===== config.mk =====
export PLATFORM = sky130hd
export DESIGN_NAME = spi_mem_master
export DESIGN_NICKNAME = d
export VERILOG_FILES = /design/src/rtl/spi_mem_master.sv
export SDC_FILE = /design/constraint.sdc
export NUM_CORES = 1
export LEC_CHECK = 0
export BUFFER_PORTS_ARGS = -buffer_cell sky130_fd_sc_hd__buf_2
export CORE_MARGIN = 2
export CORE_UTILIZATION = 55
export CTS_BUF_LIST = sky130_fd_sc_hd__clkbuf_8 sky130_fd_sc_hd__clkbuf_16
export CTS_CLUSTER_SIZE = 16
export DETAILED_ROUTE_END_ITERATION = 8
export HOLD_SLACK_MARGIN = 0.05
export PLACE_DENSITY_LB_ADDON = 0.08
export SETUP_SLACK_MARGIN = 0.15
export SLEW_MARGIN = 20
export SYNTH_ARGS = -nofsm -noshare
export SYNTH_HDL_FRONTEND = slang
export SYNTH_SLANG_ARGS = --single-unit

===== constraint.sdc =====
create_clock -name clk -period 5.1 [get_ports clk]
set_clock_uncertainty 0.1 [all_clocks]
set_input_delay 0.255 -clock clk [delete_from_list [all_inputs] [get_ports clk]]
set_output_delay 0.255 -clock clk [all_outputs]
set_load 0.005 [all_outputs]

===== src/rtl/spi_mem_master.sv =====
// Request-side SPI master: serialises one write/read per handshake to spi_slave over
// cs/mosi, collects read data from miso and returns a one-cycle response.
module spi_mem_master #(
   parameter int TIMEOUT = 64,
   parameter int TO_W    = 7
) (
   input  logic       clk,
   input  logic       rstn,
   input  logic       req_valid,
   output logic       req_ready,
   input  logic       req_wr,
   input  logic [7:0] req_addr,
   input  logic [7:0] req_wdata,
   output logic       rsp_valid,
   output logic [7:0] rsp_rdata,
   output logic       rsp_err,
   output logic       cs,
   output logic       mosi,
   input  logic       miso,
   input  logic       s_ready,
   input  logic       s_op_done
);

   typedef enum logic [3:0] {
      S_IDLE, S_START, S_OPBIT, S_ADDR, S_WDATA,
      S_WAIT_RDY, S_RDATA, S_WAIT_DONE, S_RESP
   } state_t;

   localparam logic [TO_W-1:0] TO_LAST = TO_W'(TIMEOUT - 1);

   state_t          state_q, state_d;
   logic [2:0]      cnt_q, cnt_d, cnt_inc;
   logic [TO_W-1:0] to_cnt_q, to_cnt_d;
   logic            wr_q, wr_d;
   logic [7:0]      addr_q, addr_d;
   logic [7:0]      wdata_q, wdata_d;
   logic [7:0]      rdata_q, rdata_d;
   logic            cs_q, cs_d;
   logic            mosi_q, mosi_d;
   logic            req_ready_q, req_ready_d;
   logic            rsp_valid_q, rsp_valid_d;
   logic [7:0]      rsp_rdata_q, rsp_rdata_d;
   logic            rsp_err_q, rsp_err_d;

   assign cnt_inc = cnt_q + 3'd1;

   // Outputs are computed one cycle ahead so every pin comes straight from a flop.
   always_comb begin
      state_d     = state_q;
      cnt_d       = cnt_q;
      to_cnt_d    = to_cnt_q;
      wr_d        = wr_q;
      addr_d      = addr_q;
      wdata_d     = wdata_q;
      rdata_d     = rdata_q;
      cs_d        = cs_q;
      mosi_d      = mosi_q;
      req_ready_d = 1'b0;
      rsp_valid_d = 1'b0;
      rsp_rdata_d = 8'h00;
      rsp_err_d   = 1'b0;
      case (state_q)
         S_IDLE: begin
            req_ready_d = 1'b1;
            cs_d        = 1'b1;
            mosi_d      = 1'b0;
            if (req_valid && req_ready_q) begin
               wr_d        = req_wr;
               addr_d      = req_addr;
               wdata_d     = req_wdata;
               req_ready_d = 1'b0;
               cs_d        = 1'b0;
               state_d     = S_START;
            end
         end
         S_START: begin
            mosi_d  = wr_q;
            state_d = S_OPBIT;
         end
         S_OPBIT: begin
            mosi_d  = addr_q[0];
            cnt_d   = 3'd0;
            state_d = S_ADDR;
         end
         S_ADDR: begin
            if (cnt_q == 3'd7) begin
               cnt_d = 3'd0;
               if (wr_q) begin
                  mosi_d  = wdata_q[0];
                  state_d = S_WDATA;
               end else begin
                  // Release cs before the slave finishes so it never sees a restart.
                  cs_d     = 1'b1;
                  mosi_d   = 1'b0;
                  to_cnt_d = '0;
                  state_d  = S_WAIT_RDY;
               end
            end else begin
               mosi_d = addr_q[cnt_inc];
               cnt_d  = cnt_inc;
            end
         end
         S_WDATA: begin
            if (cnt_q == 3'd7) begin
               cs_d     = 1'b1;
               mosi_d   = 1'b0;
               to_cnt_d = '0;
               state_d  = S_WAIT_DONE;
            end else begin
               mosi_d = wdata_q[cnt_inc];
               cnt_d  = cnt_inc;
            end
         end
         S_WAIT_RDY: begin
            to_cnt_d = to_cnt_q + 1'b1;
            if (s_ready) begin
               cnt_d   = 3'd0;
               state_d = S_RDATA;
            end else if (to_cnt_q == TO_LAST) begin
               rsp_valid_d = 1'b1;
               rsp_err_d   = 1'b1;
               state_d     = S_RESP;
            end
         end
         S_RDATA: begin
            rdata_d[cnt_q] = miso;
            if (cnt_q == 3'd7) begin
               to_cnt_d = '0;
               state_d  = S_WAIT_DONE;
            end else begin
               cnt_d = cnt_inc;
            end
         end
         S_WAIT_DONE: begin
            to_cnt_d = to_cnt_q + 1'b1;
            if (s_op_done) begin
               rsp_valid_d = 1'b1;
               rsp_rdata_d = wr_q ? 8'h00 : rdata_q;
               state_d     = S_RESP;
            end else if (to_cnt_q == TO_LAST) begin
               rsp_valid_d = 1'b1;
               rsp_err_d   = 1'b1;
               state_d     = S_RESP;
            end
         end
         S_RESP: begin
            req_ready_d = 1'b1;
            state_d     = S_IDLE;
         end
         default: state_d = S_IDLE;
      endcase
   end

   always_ff @(posedge clk or negedge rstn) begin
      if (!rstn) begin
         state_q     <= S_IDLE;
         cnt_q       <= 3'd0;
         to_cnt_q    <= '0;
         wr_q        <= 1'b0;
         addr_q      <= 8'h00;
         wdata_q     <= 8'h00;
         rdata_q     <= 8'h00;
         cs_q        <= 1'b1;
         mosi_q      <= 1'b0;
         req_ready_q <= 1'b0;
         rsp_valid_q <= 1'b0;
         rsp_rdata_q <= 8'h00;
         rsp_err_q   <= 1'b0;
      end else begin
         state_q     <= state_d;
         cnt_q       <= cnt_d;
         to_cnt_q    <= to_cnt_d;
         wr_q        <= wr_d;
         addr_q      <= addr_d;
         wdata_q     <= wdata_d;
         rdata_q     <= rdata_d;
         cs_q        <= cs_d;
         mosi_q      <= mosi_d;
         req_ready_q <= req_ready_d;
         rsp_valid_q <= rsp_valid_d;
         rsp_rdata_q <= rsp_rdata_d;
         rsp_err_q   <= rsp_err_d;
      end
   end

   assign req_ready = req_ready_q;
   assign rsp_valid = rsp_valid_q;
   assign rsp_rdata = rsp_rdata_q;
   assign rsp_err   = rsp_err_q;
   assign cs        = cs_q;
   assign mosi      = mosi_q;

endmodule


Word-level counts from Yosys, hierarchy flattened

Cells that the tools add are included.

Add/subtract/negate cells: 2
Magnitude comparators: 3
Equal/unequal tests: 17
Muxes and demuxes: 42
Reduce and logical (&&, ||, !) cells: 14

Operator list:

| operator                                                             | number |
|---|---|
| 4-bit one-hot mux with 7 select lines                                | 1 |
| 4-bit 2-to-1 mux                                                     | 6 |
| 8-bit 2-to-1 mux                                                     | 3 |
| 7-bit 2-to-1 mux                                                     | 3 |
| 7-bit one-hot mux with 3 select lines                                | 1 |
| 4-bit by 3-bit == test with 1-bit output, second input constant      | 4 |
| 1-bit 2-to-1 mux                                                     | 15 |
| 2-bit != test, second input constant                                 | 6 |
| 3-bit one-hot mux with 4 select lines                                | 1 |
| 3-bit 2-to-1 mux                                                     | 3 |
| 8-bit bitwise mux                                                    | 1 |
| 4-bit by 2-bit == test with 1-bit output, second input constant      | 2 |
| 3-bit by 4-bit < comparator with 1-bit output, second input constant | 2 |
| 4-bit AND reduction                                                  | 2 |
| 7-bit by 1-bit adder with 7-bit output, second input constant        | 1 |
| 7-bit by 6-bit == test with 1-bit output, second input constant      | 1 |
| 1-bit binary-select mux with 3-bit select                            | 2 |
| 1-bit one-hot mux with 2 select lines                                | 3 |
| 3-bit AND reduction                                                  | 2 |
| 3-bit nonzero test                                                   | 2 |
| 1-bit one-hot mux with 5 select lines                                | 1 |
| 5-bit nonzero test                                                   | 1 |
| 4-bit by 1-bit == test with 1-bit output, second input constant      | 1 |
| 4-bit == test, second input constant                                 | 1 |
| other kinds (11)                                                     | 13 |

Flip-flop bits (word level): 52
Bits of input ports: 23
Output and inout port bits: 13
Logic and storage cells: 91

Depth between registers and ports, before layout

Gate-level depths: netlist of run 1.

Depth in word-level cells: 5
Mapped depth: 7
Gate-level depth less buffers: 6

Worst setup path after synthesis of run 1

OpenSTA, ideal clock, no wires.

Path type: register to register
Start point: reg cnt_q[1]
End point: reg mosi_q (netlist: mosi)
Library setup time: 0.132 ns
Data arrival time: 1.712 ns
Slack: 3.156 ns
Cell stages (with the launch flop): 8
Path buffers: 1
Clock period less this slack: 1.944 ns
Cells stage by stage: dfrtp_1 ha_1 ha_1 buf_2 a21bo_1 a32o_1 a222oi_1 nand3_1

Longest elaborated chain between the ends: 5

RTL lines:

| item                                                         | RTL line | source |
|---|---|---|
| start: declaration                                           | 32       | `logic [2:0] cnt_q, cnt_d, cnt_inc;` |
| start signal: assignment                                     | 171      | `cnt_q <= cnt_d;` |
| 3-bit by 1-bit adder with 3-bit output                       | 45       | `assign cnt_inc = cnt_q + 3'd1;` |
| 1-bit binary-select mux with 3-bit select (on tied branches) | 110, 99  |  |
| 1-bit 2-to-1 mux (on tied branches)                          | 110, 99  |  |
| 1-bit 2-to-1 mux (on tied branches)                          | 104, 86  |  |
| 1-bit one-hot mux with 5 select lines (*)                    | 62       | `case (state_q)` |
| end signal: assignment                                       | 178      | `mosi_q <= mosi_d;` |
| end: declaration                                             | 39       | `logic mosi_q, mosi_d;` |

Mark *: on every way between the ends. The rest lies on a longest branch, timed or not. The select of a mux whose other input is x is not followed.
A chain may end at the register's enable or synchronous reset.

Final worst setup path of run 1

Start point: reg state_q[2]
End point: reg rdata_q[6]

Longest elaborated chain between the ends: 1

RTL lines:

| item                                     | RTL line | source |
|---|---|---|
| start: declaration                       | 31       | `state_t state_q, state_d;` |
| start signal: assignment                 | 170      | `state_q <= state_d;` |
| 4-bit by 3-bit == test with 1-bit output | 62       |  |
| end signal: assignment                   | 176      | `rdata_q <= rdata_d;` |
| end: declaration                         | 37       | `logic [7:0] rdata_q, rdata_d;` |

Every way passes these cells.

==> impl_metrics.tcl, run 1 <==
set metrics [dict create \
    fin_nets 276 \
    setup_tns_ns 0 \
    ant_nets 0 \
    synth_seq_cells 52 \
    wire_per_inst_microns 14.7 \
    io_buffers 35 \
    synth_seq_area_share 0.501 \
    synth_top_area_cell "dfrtp_1" \
    ys.flop_type "dfrtp_1" \
    start_util 0.562 \
    synth-edff-count 0 \
    max_cap_violations 0 \
    p_comb_frac 0.326 \
    grt_pass1_vias 1649 \
    syn_to_final_growth_pct 10.8 \
    cts_max_level 2 \
    routed_wl_microns 4490 \
    holdBufCountCts 1 \
    drtPass1Iterations 4 \
    core_area_sq_um 4630 \
    pwr-share-seq 0.495 \
    finalMaxSlewViolations 0 \
    tightest_slew_ns 0.711 \
    overflow 0 \
    crit_chain "nor4bb_4 -> nand2b_1 -> nor3_1 -> mux2_1" \
    required_ns 5.20 \
    antenna_found_initial 0 \
    cts_buffer_depth 2 \
    die_y_microns 72.8 \
    setup-violations-final 0 \
    vias 1726 \
    synthAdderAreaFrac 0.0144 \
    power_density_nw_per_um2 474 \
    yosys_warnings 0 \
    crit_arrival_ns 2.23 \
    synth_top_family_by_area "simple AND/OR/NAND/NOR gates" \
    cts.sink_count 52 \
    worstPathMaxFanout 21 \
    grt_pass1_wl_microns 7670 \
    synthMuxAreaShare 0.172 \
    dieArea_sq_um 5290 \
    crit_buf_inv 0 \
    status "finished clean" \
    grt_max_degree 53 \
    totalPowerFinal_mw 1.37 \
    avgSynthCellArea_sq_um 12.0 \
    cts_inserted_buffers 5 \
    synth_top_area_share 0.491 \
    synth_cell_type_count 51 \
    rows 25 \
    grt_usage 0.186 \
    report.final.hold_viol_count 0 \
    drc 0 \
    p_switching_mw 0.453 \
    synth_compound_area_frac 0.0934 \
    cpMaxStageDelayCell "dfrtp_1" \
    cts_tree "built" \
    start_kind "register" \
    min_period_ns 2.13 \
    path_delay_family "simple AND/OR/NAND/NOR gates" \
    internal_power_mw 0.913 \
    drtIter0Drc 80 \
    clkLatencyLatePin_ns 0.31 \
    max_freq_ghz 0.469 \
    yosys-top-cells-count "dfrtp_1, nor2_1" \
    synth_most_common_cell "dfrtp_1" \
    cpPeakStageDelay_ns 0.76 \
    die_w_microns 72.8 \
    drive_above_1_share 0.307 \
    post_cts_resized 0 \
    place.gp.congestion 0.768 \
    fin_crit_sh 0.418 \
    vdd_ir_drop_max_uv 248 \
    postCtsSetupBuffers 0 \
    antenna_cells 0 \
    p_leak_nw 1.36 \
    cts_root_buf "clkbuf_8" \
    synthXorXnorAreaFrac 0.00337 \
    clk_pin_slew_ns 0.10 \
    io_pins 36 \
    synth_area_leaders "dfrtp_1, mux2_4, mux2_2, mux2_1, mux4_2" \
    synth_simple_gate_area_frac 0.175 \
    endpoint_kind "register" \
    syn-num-nets 242 \
    dp_hpwl_microns 3110 \
    synthCells 216 \
    switching_share 0.332 \
    rsz0062_at_grt "no" \
    critPathKind "register to register" \
    clock_power_share 0.179 \
    viasPerCell 5.66 \
    min_path_type "input pin to register" \
    slew-limit-headroom 0.526 \
    postSynth.asyncResetShare 1.00 \
    synth.cell_area_sq_um 2600 \
]
[cell families after synthesis]
kind of cell | after synthesis
multiplexers | 33
AND/OR/NAND/NOR | 72
XOR/XNOR | 1
flip-flops | 52
adder cells (fa/ha/maj) | 3
AO/OA/AOI/OAI | 36
buffers and inverters | 19
[routing by layer]
| layer | vias to the layer above | GRT usage | routed length, microns |
|---|---|---|---|
| met5 | - | 0 | 0 |
| met4 | 0 | 0.0802 | 76 |
| met3 | 7 | 0.0373 | 171 |
| met2 | 39 | 0.295 | 2180 |
| met1 | 833 | 0.249 | 2070 |
| li1 | 847 | - | - |
[path summary, 6_finish.rpt]
kind	depth (start not counted)	slack [ns]	end	start
max	4	2.97	rdata_q[6]	state_q[2]
min	2	0.07	wdata_q[4]	req_wdata[4]
max reg2reg	4	2.97	rdata_q[6]	state_q[2]
min reg2reg	1	0.38	rsp_rdata[2]	rdata_q[2]
max in group asynchronous	3	3.99	to_cnt_q[1]	rstn
min in group asynchronous	3	0.49	rsp_rdata[7]	rstn
[state kept, by name (all words and copies together) (netlist names)]
register / flops
addr_q: 8
rdata_q: 8
rsp_rdata: 8
wdata_q: 8
to_cnt_q: 7
state_q: 4
cnt_q: 3
cs: 1
mosi: 1
req_ready: 1
rsp_err: 1
rsp_valid: 1
wr_q: 1
[final cells by class]
class                           instances  area, sq um
Tap cell                               54         67.6
Fill cell                             399         1750
Timing Repair Buffer                   37          193
Clock inverter                          3         25.0
Inverter                                9         33.8
Clock buffer                            5         68.8
Sequential cell                        52         1300
Multi-Input combinational cell        145         1190
[power by group through the flow]
stage	clock, mW	combinational (mW)	sequential [mW]
after floorplan	0	0.428	0.612
after global placement	0	0.439	0.685
after CTS	0.253	0.453	0.676
after global routing	0.266	0.498	0.696
after detailed placement	0	0.450	0.684
final	0.244	0.446	0.676
[layout by cell type, fill, tap and decap left out, drive strengths merged, types with 5 or more instances in the layout]
cell type,count
nand3,8
mux2,26
and2,9
buf,36
inv,11
o21ai,5
dfrtp,51
nor2,15
nor3,7
nand2,9
nand2b,5
clkbuf,5
a21oi,10
[through the flow]
step	utilization	setup slack [ns]	area [sq um]	std cells	hold WS [ns]
floorplan	-	3.16	2600	216	-0.141
global placement	0.600	3.00	2780	296	0.309
detailed placement	0.600	2.96	2780	296	0.307
CTS	0.622	2.95	2880	305	0.0599
global route	0.622	2.81	2880	305	0.0573
finish	0.622	2.97	2880	305	0.0669
[worst reg2reg max path, cell delays in order (launching register included)]
cell	delay, ns
dfrtp_1	0.76
nor4bb_4	0.41
nand2b_1	0.16
nor3_1	0.25
mux2_1	0.35
Power figures use the tool's default switching activity.
==> inputs of run 2 (changes only) <==
Settings changed: CORE_UTILIZATION 55 to 51.
Clock period 5.1 ns to 1.74 ns, I/O delays scaled along.
==> run 2 against run 1 <==
  * The run now ends with negative setup slack left
  * Core utilization rose by 14 points
  * Critical endpoint is now mosi
  * Clock power rose to 2.8 times the previous value
  * Total power rose to 3.5 times the previous value
  * Sequential share of layout area fell by 9.8 points
  * Global-route usage rose by 1.5 points
  * Critical path type unchanged
  * Non-clock buffer count rose by 48
  * Cell count rose by 20%
==> impl_metrics.tcl, run 2 (synthesis results as in run 1) <==
set metrics [dict create \
    clkLatencyLatePin_ns 0.31 \
    dieArea_sq_um 5690 \
    cts_buffer_depth 2 \
    path_delay_family "multiplexers" \
    finalMaxSlewViolations 0 \
    setup_tns_ns -0.136 \
    drive_above_1_share 0.468 \
    fin_nets 324 \
    rr_startpoint "cnt_q[1]" \
    crit_top_cell "nand3_2" \
    mostFrequentLayoutCells "dfrtp_1, buf_2, mux2_4" \
    p_leak_nw 1.71 \
    final-seq-area_sq_um 1310 \
    power_density_nw_per_um2 1310 \
    postPlaceCellArea_sq_um 2970 \
    rsz0062_at_grt "yes" \
    syn_to_final_growth_pct 41.8 \
    fin_area_sq_um 3690 \
    setup-violations-final 2 \
    die_y_microns 75.4 \
    crit_start "cnt_q[1]" \
    totalPowerFinal_mw 4.82 \
    cts_tree "built" \
    critPathKind "register to register" \
    vias 1963 \
    clk_pin_slew_ns 0.10 \
    layout_commonest_cell "dfrtp_1" \
    cts_max_level 2 \
    min_path_type "input pin to register" \
    max_freq_ghz 0.536 \
    core_area_sq_um 4820 \
    max_cap_violations 0 \
    drc 0 \
    tightest_slew_ns 0.392 \
    start_kind "register" \
    endpoint_kind "register" \
    dp_hpwl_microns 3460 \
    die_w_microns 75.4 \
    fin_crit_sh 1.07 \
    drtPass1Iterations 4 \
    setup_slack_ns -0.127 \
    required_ns 1.83 \
    fill_cells 322 \
    slew-limit-headroom 0.739 \
    io_pins 36 \
    antenna_found_initial 0 \
    violations "negative setup slack" \
    place.gp.congestion 0.762 \
    min-delay-start "s_ready" \
    crit_buf_inv 0 \
    vdd_ir_drop_max_uv 820 \
    routed_wl_microns 5750 \
    cts.sink_count 52 \
    grt_pass1_vias 1836 \
    io_buffers 35 \
    overflow 0 \
    crit_arrival_ns 1.96 \
    status "complete, but fails checks" \
    start_util 0.540 \
    viasPerCell 5.36 \
    antenna_cells 0 \
    worstPathMaxFanout 3 \
    wire_per_inst_microns 15.7 \
    grt_max_degree 53 \
    report.final.hold_viol_count 0 \
    cts_root_buf "clkbuf_8" \
    multi_input_area_sq_um 1450 \
    rows 25 \
    cpMaxStageDelayCell "mux4_2" \
    min_period_ns 1.87 \
    cts_inserted_buffers 5 \
    ant_nets 0 \
    crit_chain "ha_4 -> mux4_2 -> mux2_4 -> nand3_2 -> nand3_2" \
    cpPeakStageDelay_ns 0.49 \
    grt_usage 0.201 \
    grt_pass1_wl_microns 8430 \
    drtIter0Drc 145 \
]
-- run 2: changes by cell type in the layout (fill, tap and decap cells not counted), moves of 5 or more --
cell	delta
buf_4	+14
buf_6	+7
dlygate4sd3_1	+20
mux2_1	-5
mux2_2	-8
mux2_4	+13
nand3_1	-6
nand3_2	+5
nor3_1	-5
-- run 2: worst paths after layout --
check                               endpoint  slack [ns]  depth (start not counted)
worst max-delay path                    mosi       -0.13                          5
worst min-delay path               rsp_valid        0.12                          4
worst max register to register          mosi       -0.13                          5
worst min register to register  rsp_rdata[6]        0.38                          1
max in group asynchronous                 cs        1.07                          3
min in group asynchronous       rsp_rdata[2]        0.18                          3
-- run 2: where the power goes --
part	total, mW	internal, mW	switching (mW)
clock network	0.683	0.281	0.403
logic	2.23	1.35	0.889
registers	1.90	1.59	0.308
total	4.82	3.22	1.60
-- run 2: final cells by class --
| cell class | instances | area share |
|---|---|---|
| clock buffers | 5 | 0.0187 |
| flip-flops and latches | 52 | 0.354 |
| repair buffers | 85 | 0.197 |
| multi-input cells | 145 | 0.393 |
| clock inverters | 3 | 0.00543 |
| well taps | 67 | 0.0227 |
| inverters | 9 | 0.00916 |
-- run 2: per-layer routing --
metal,share of wire,up-vias,GRT usage
li1,-,939,-
met1,0.45,972,0.270
met2,0.50,44,0.320
met3,0.037,8,0.0450
met4,0.016,0,0.0741
met5,0,-,0
-- run 2: per-stage QoR --
step           setup slack [ns]  std cells  hold slack [ns]  utilization
2_1_floorplan            -0.104        216           -0.309            -
3_5_place_dp             -0.111        324          0.00106        0.617
6_report                 -0.127        366            0.124        0.765
4_1_cts                  -0.120        357            0.104        0.704
3_3_place_gp            -0.0774        324          0.00238        0.617
5_1_grt                  -0.171        366            0.149        0.765
-- run 2: repair_timing --
action | 4_1_cts | 5_1_grt
setup endpoints to repair | 37 | 46
gates cloned | 0 | 4
endpoints found under the hold margin | 81 | 0
hold buffers | 21 | 0
gates resized for setup | 21 | 38
pin swaps | 6 | 14
buffers inserted | 4 | 5
-- run 2: tightest hold or removal path: cells and delay by family --
kind / cells / cell delay [ns]
AO/OA/AOI/OAI: 1 / 0.19
buffers and inverters: 1 / 0.11
AND/OR/NAND/NOR: 2 / 0.11
==> inputs of run 3 (changes only) <==
Settings changed: CTS_BUF_LIST sky130_fd_sc_hd__clkbuf_8 sky130_fd_sc_hd__clkbuf_16 to default, HOLD_SLACK_MARGIN 0.05 to default.
==> run 3 against run 2 <==
  * The run still ends with negative setup slack left
  * Clock power is 0.9% higher
  * Register-to-register slack hardly changed
  * Final area is 0.27% lower
  * Combinational power hardly changed
  * Critical path type unchanged
  * Largest cell class unchanged
  * Largest power group unchanged
==> impl_metrics.tcl, run 3 (synthesis results as in run 1) <==
set metrics [dict create \
    finalMaxSlewViolations 0 \
    io_pins 36 \
    start_kind "register" \
    place.gp.congestion 0.762 \
    hold_slack_ns 0.0429 \
    switching_share 0.332 \
    crit_cells 5 \
    die_w_microns 75.4 \
    core_area_sq_um 4820 \
    pwr-share-seq 0.394 \
    io_buffers 35 \
    worstPathMaxFanout 3 \
    required_ns 1.83 \
    clkLatencyLatePin_ns 0.31 \
    grt_pass1_wl_microns 8390 \
    crit_top_cell "nand3_2" \
    grt_max_degree 53 \
    antenna_cells 0 \
    cts_inserted_buffers 5 \
    viasPerCell 5.38 \
    tightest_slew_ns 0.392 \
    report.final.hold_viol_count 0 \
    p_switching_mw 1.60 \
    crit_chain "ha_4 -> mux4_2 -> mux2_4 -> nand3_2 -> nand3_2" \
    path_delay_family "multiplexers" \
    critPathKind "register to register" \
    dp_hpwl_microns 3460 \
    final-seq-area_sq_um 1310 \
    crit_buf_inv 0 \
    violations "negative setup slack" \
    p_leak_nw 1.70 \
    grt_usage 0.199 \
    setup-violations-final 2 \
    cts_buffer_depth 2 \
    status "complete, but fails checks" \
    rows 25 \
    cpMaxStageDelayCell "mux4_2" \
    internal_power_mw 3.22 \
    antenna_found_initial 0 \
    grt_pass1_vias 1824 \
    cpPeakStageDelay_ns 0.49 \
    min_period_ns 1.87 \
    overflow 0 \
    instances_no_fill 365 \
    power_density_nw_per_um2 1310 \
    crit_arrival_ns 1.96 \
    ant_nets 0 \
    layout_commonest_cell "dfrtp_1" \
    cts_root_buf "clkbuf_8" \
    start_util 0.540 \
    dp_cells 324 \
    syn_to_final_growth_pct 41.4 \
    max_cap_violations 0 \
    routed_wl_microns 5750 \
    ff2ff_path_depth 5 \
    fin_nets 323 \
    mostFrequentLayoutCells "dfrtp_1, buf_2, mux2_4" \
    wire_per_inst_microns 15.7 \
    cts.sink_count 52 \
    max_freq_ghz 0.535 \
    drc 0 \
    multi_input_area_sq_um 1450 \
    cts_max_level 2 \
    drtPass1Iterations 4 \
    vias 1962 \
    clock_power_share 0.143 \
    min_path_type "input pin to register" \
    clk_pin_slew_ns 0.10 \
    totalPowerFinal_mw 4.82 \
    cts_tree "built" \
    slew-limit-headroom 0.739 \
    p_comb_frac 0.463 \
    dieArea_sq_um 5690 \
    holdPathStages 4 \
    vdd_ir_drop_max_uv 821 \
    fin_crit_sh 1.07 \
    die_y_microns 75.4 \
    rsz0062_at_grt "yes" \
    setup_slack_ns -0.127 \
    drtIter0Drc 137 \
    fill_cells 323 \
    endpoint_kind "register" \
    drive_above_1_share 0.470 \
]
-- run 3: changes by cell type in the layout (fill, tap and decap cells not counted), sizes merged --
cell,previous run,this run
clkbuf,8,9
inv,10,9
dlygate4sd3,21,20
-- run 3: tightest hold or removal path, cell delays in order --
cell	delay, ns
buf_2	0.11
nand2_1	0.07
nor2_1	0.09
nor4_1	0.05
-- run 3: metal layers --
metal  global-route usage  vias to the layer above  part of all wire
met2                0.316                       46              0.49
met3               0.0450                        8             0.038
met4               0.0741                        0             0.016
met5                    0                        -                 0
li1                     -                      937                 -
met1                0.270                      971              0.45
-- run 3: area by class of cell --
type | count | area share
clock buffers | 6 | 0.0197
clock inverters | 2 | 0.00442
inverters | 9 | 0.00919
multi-input cells | 145 | 0.394
flip-flops and latches | 52 | 0.355
well taps | 67 | 0.0228
repair buffers | 84 | 0.195
-- run 3: what timing repair did --
| item | 4_1_cts | 5_1_grt |
|---|---|---|
| setup endpoints to repair | 37 | 46 |
| hold buffers | 20 | 0 |
| buffers inserted | 4 | 5 |
| pin swaps | 6 | 14 |
| hold endpoints to repair | 76 | 0 |
| cloned | 0 | 4 |
| gates resized for setup | 21 | 38 |
-- run 3: metrics by stage --
step	util	instance area, sq um	setup WS, ns	TNS (ns)
2_1_floorplan	-	2630	-0.104	-0.104
3_3_place_gp	0.617	2970	-0.0774	-0.0774
3_5_place_dp	0.617	2970	-0.111	-0.111
4_1_cts	0.702	3380	-0.119	-0.119
5_1_grt	0.763	3680	-0.171	-0.654
6_report	0.763	3680	-0.127	-0.136
-- run 3: power groups by stage --
stage	clock network (mW)	registers (mW)	logic, mW
2_1_floorplan	0	1.81	1.29
3_3_place_gp	0	1.89	1.62
3_5_place_dp	0	1.89	1.65
4_1_cts	0.712	1.86	1.84
5_1_grt	0.746	1.94	2.40
6_report	0.689	1.90	2.23
-- run 3: worst paths after layout --
kind                             from            to  slack (ns)
setup / recovery             cnt_q[1]          mosi       -0.13
hold / removal              req_valid     req_ready        0.04
setup reg to reg             cnt_q[1]          mosi       -0.13
hold reg to reg            rdata_q[6]  rsp_rdata[6]        0.38
max in group asynchronous        rstn            cs        1.07
min in group asynchronous        rstn  rsp_rdata[2]        0.18
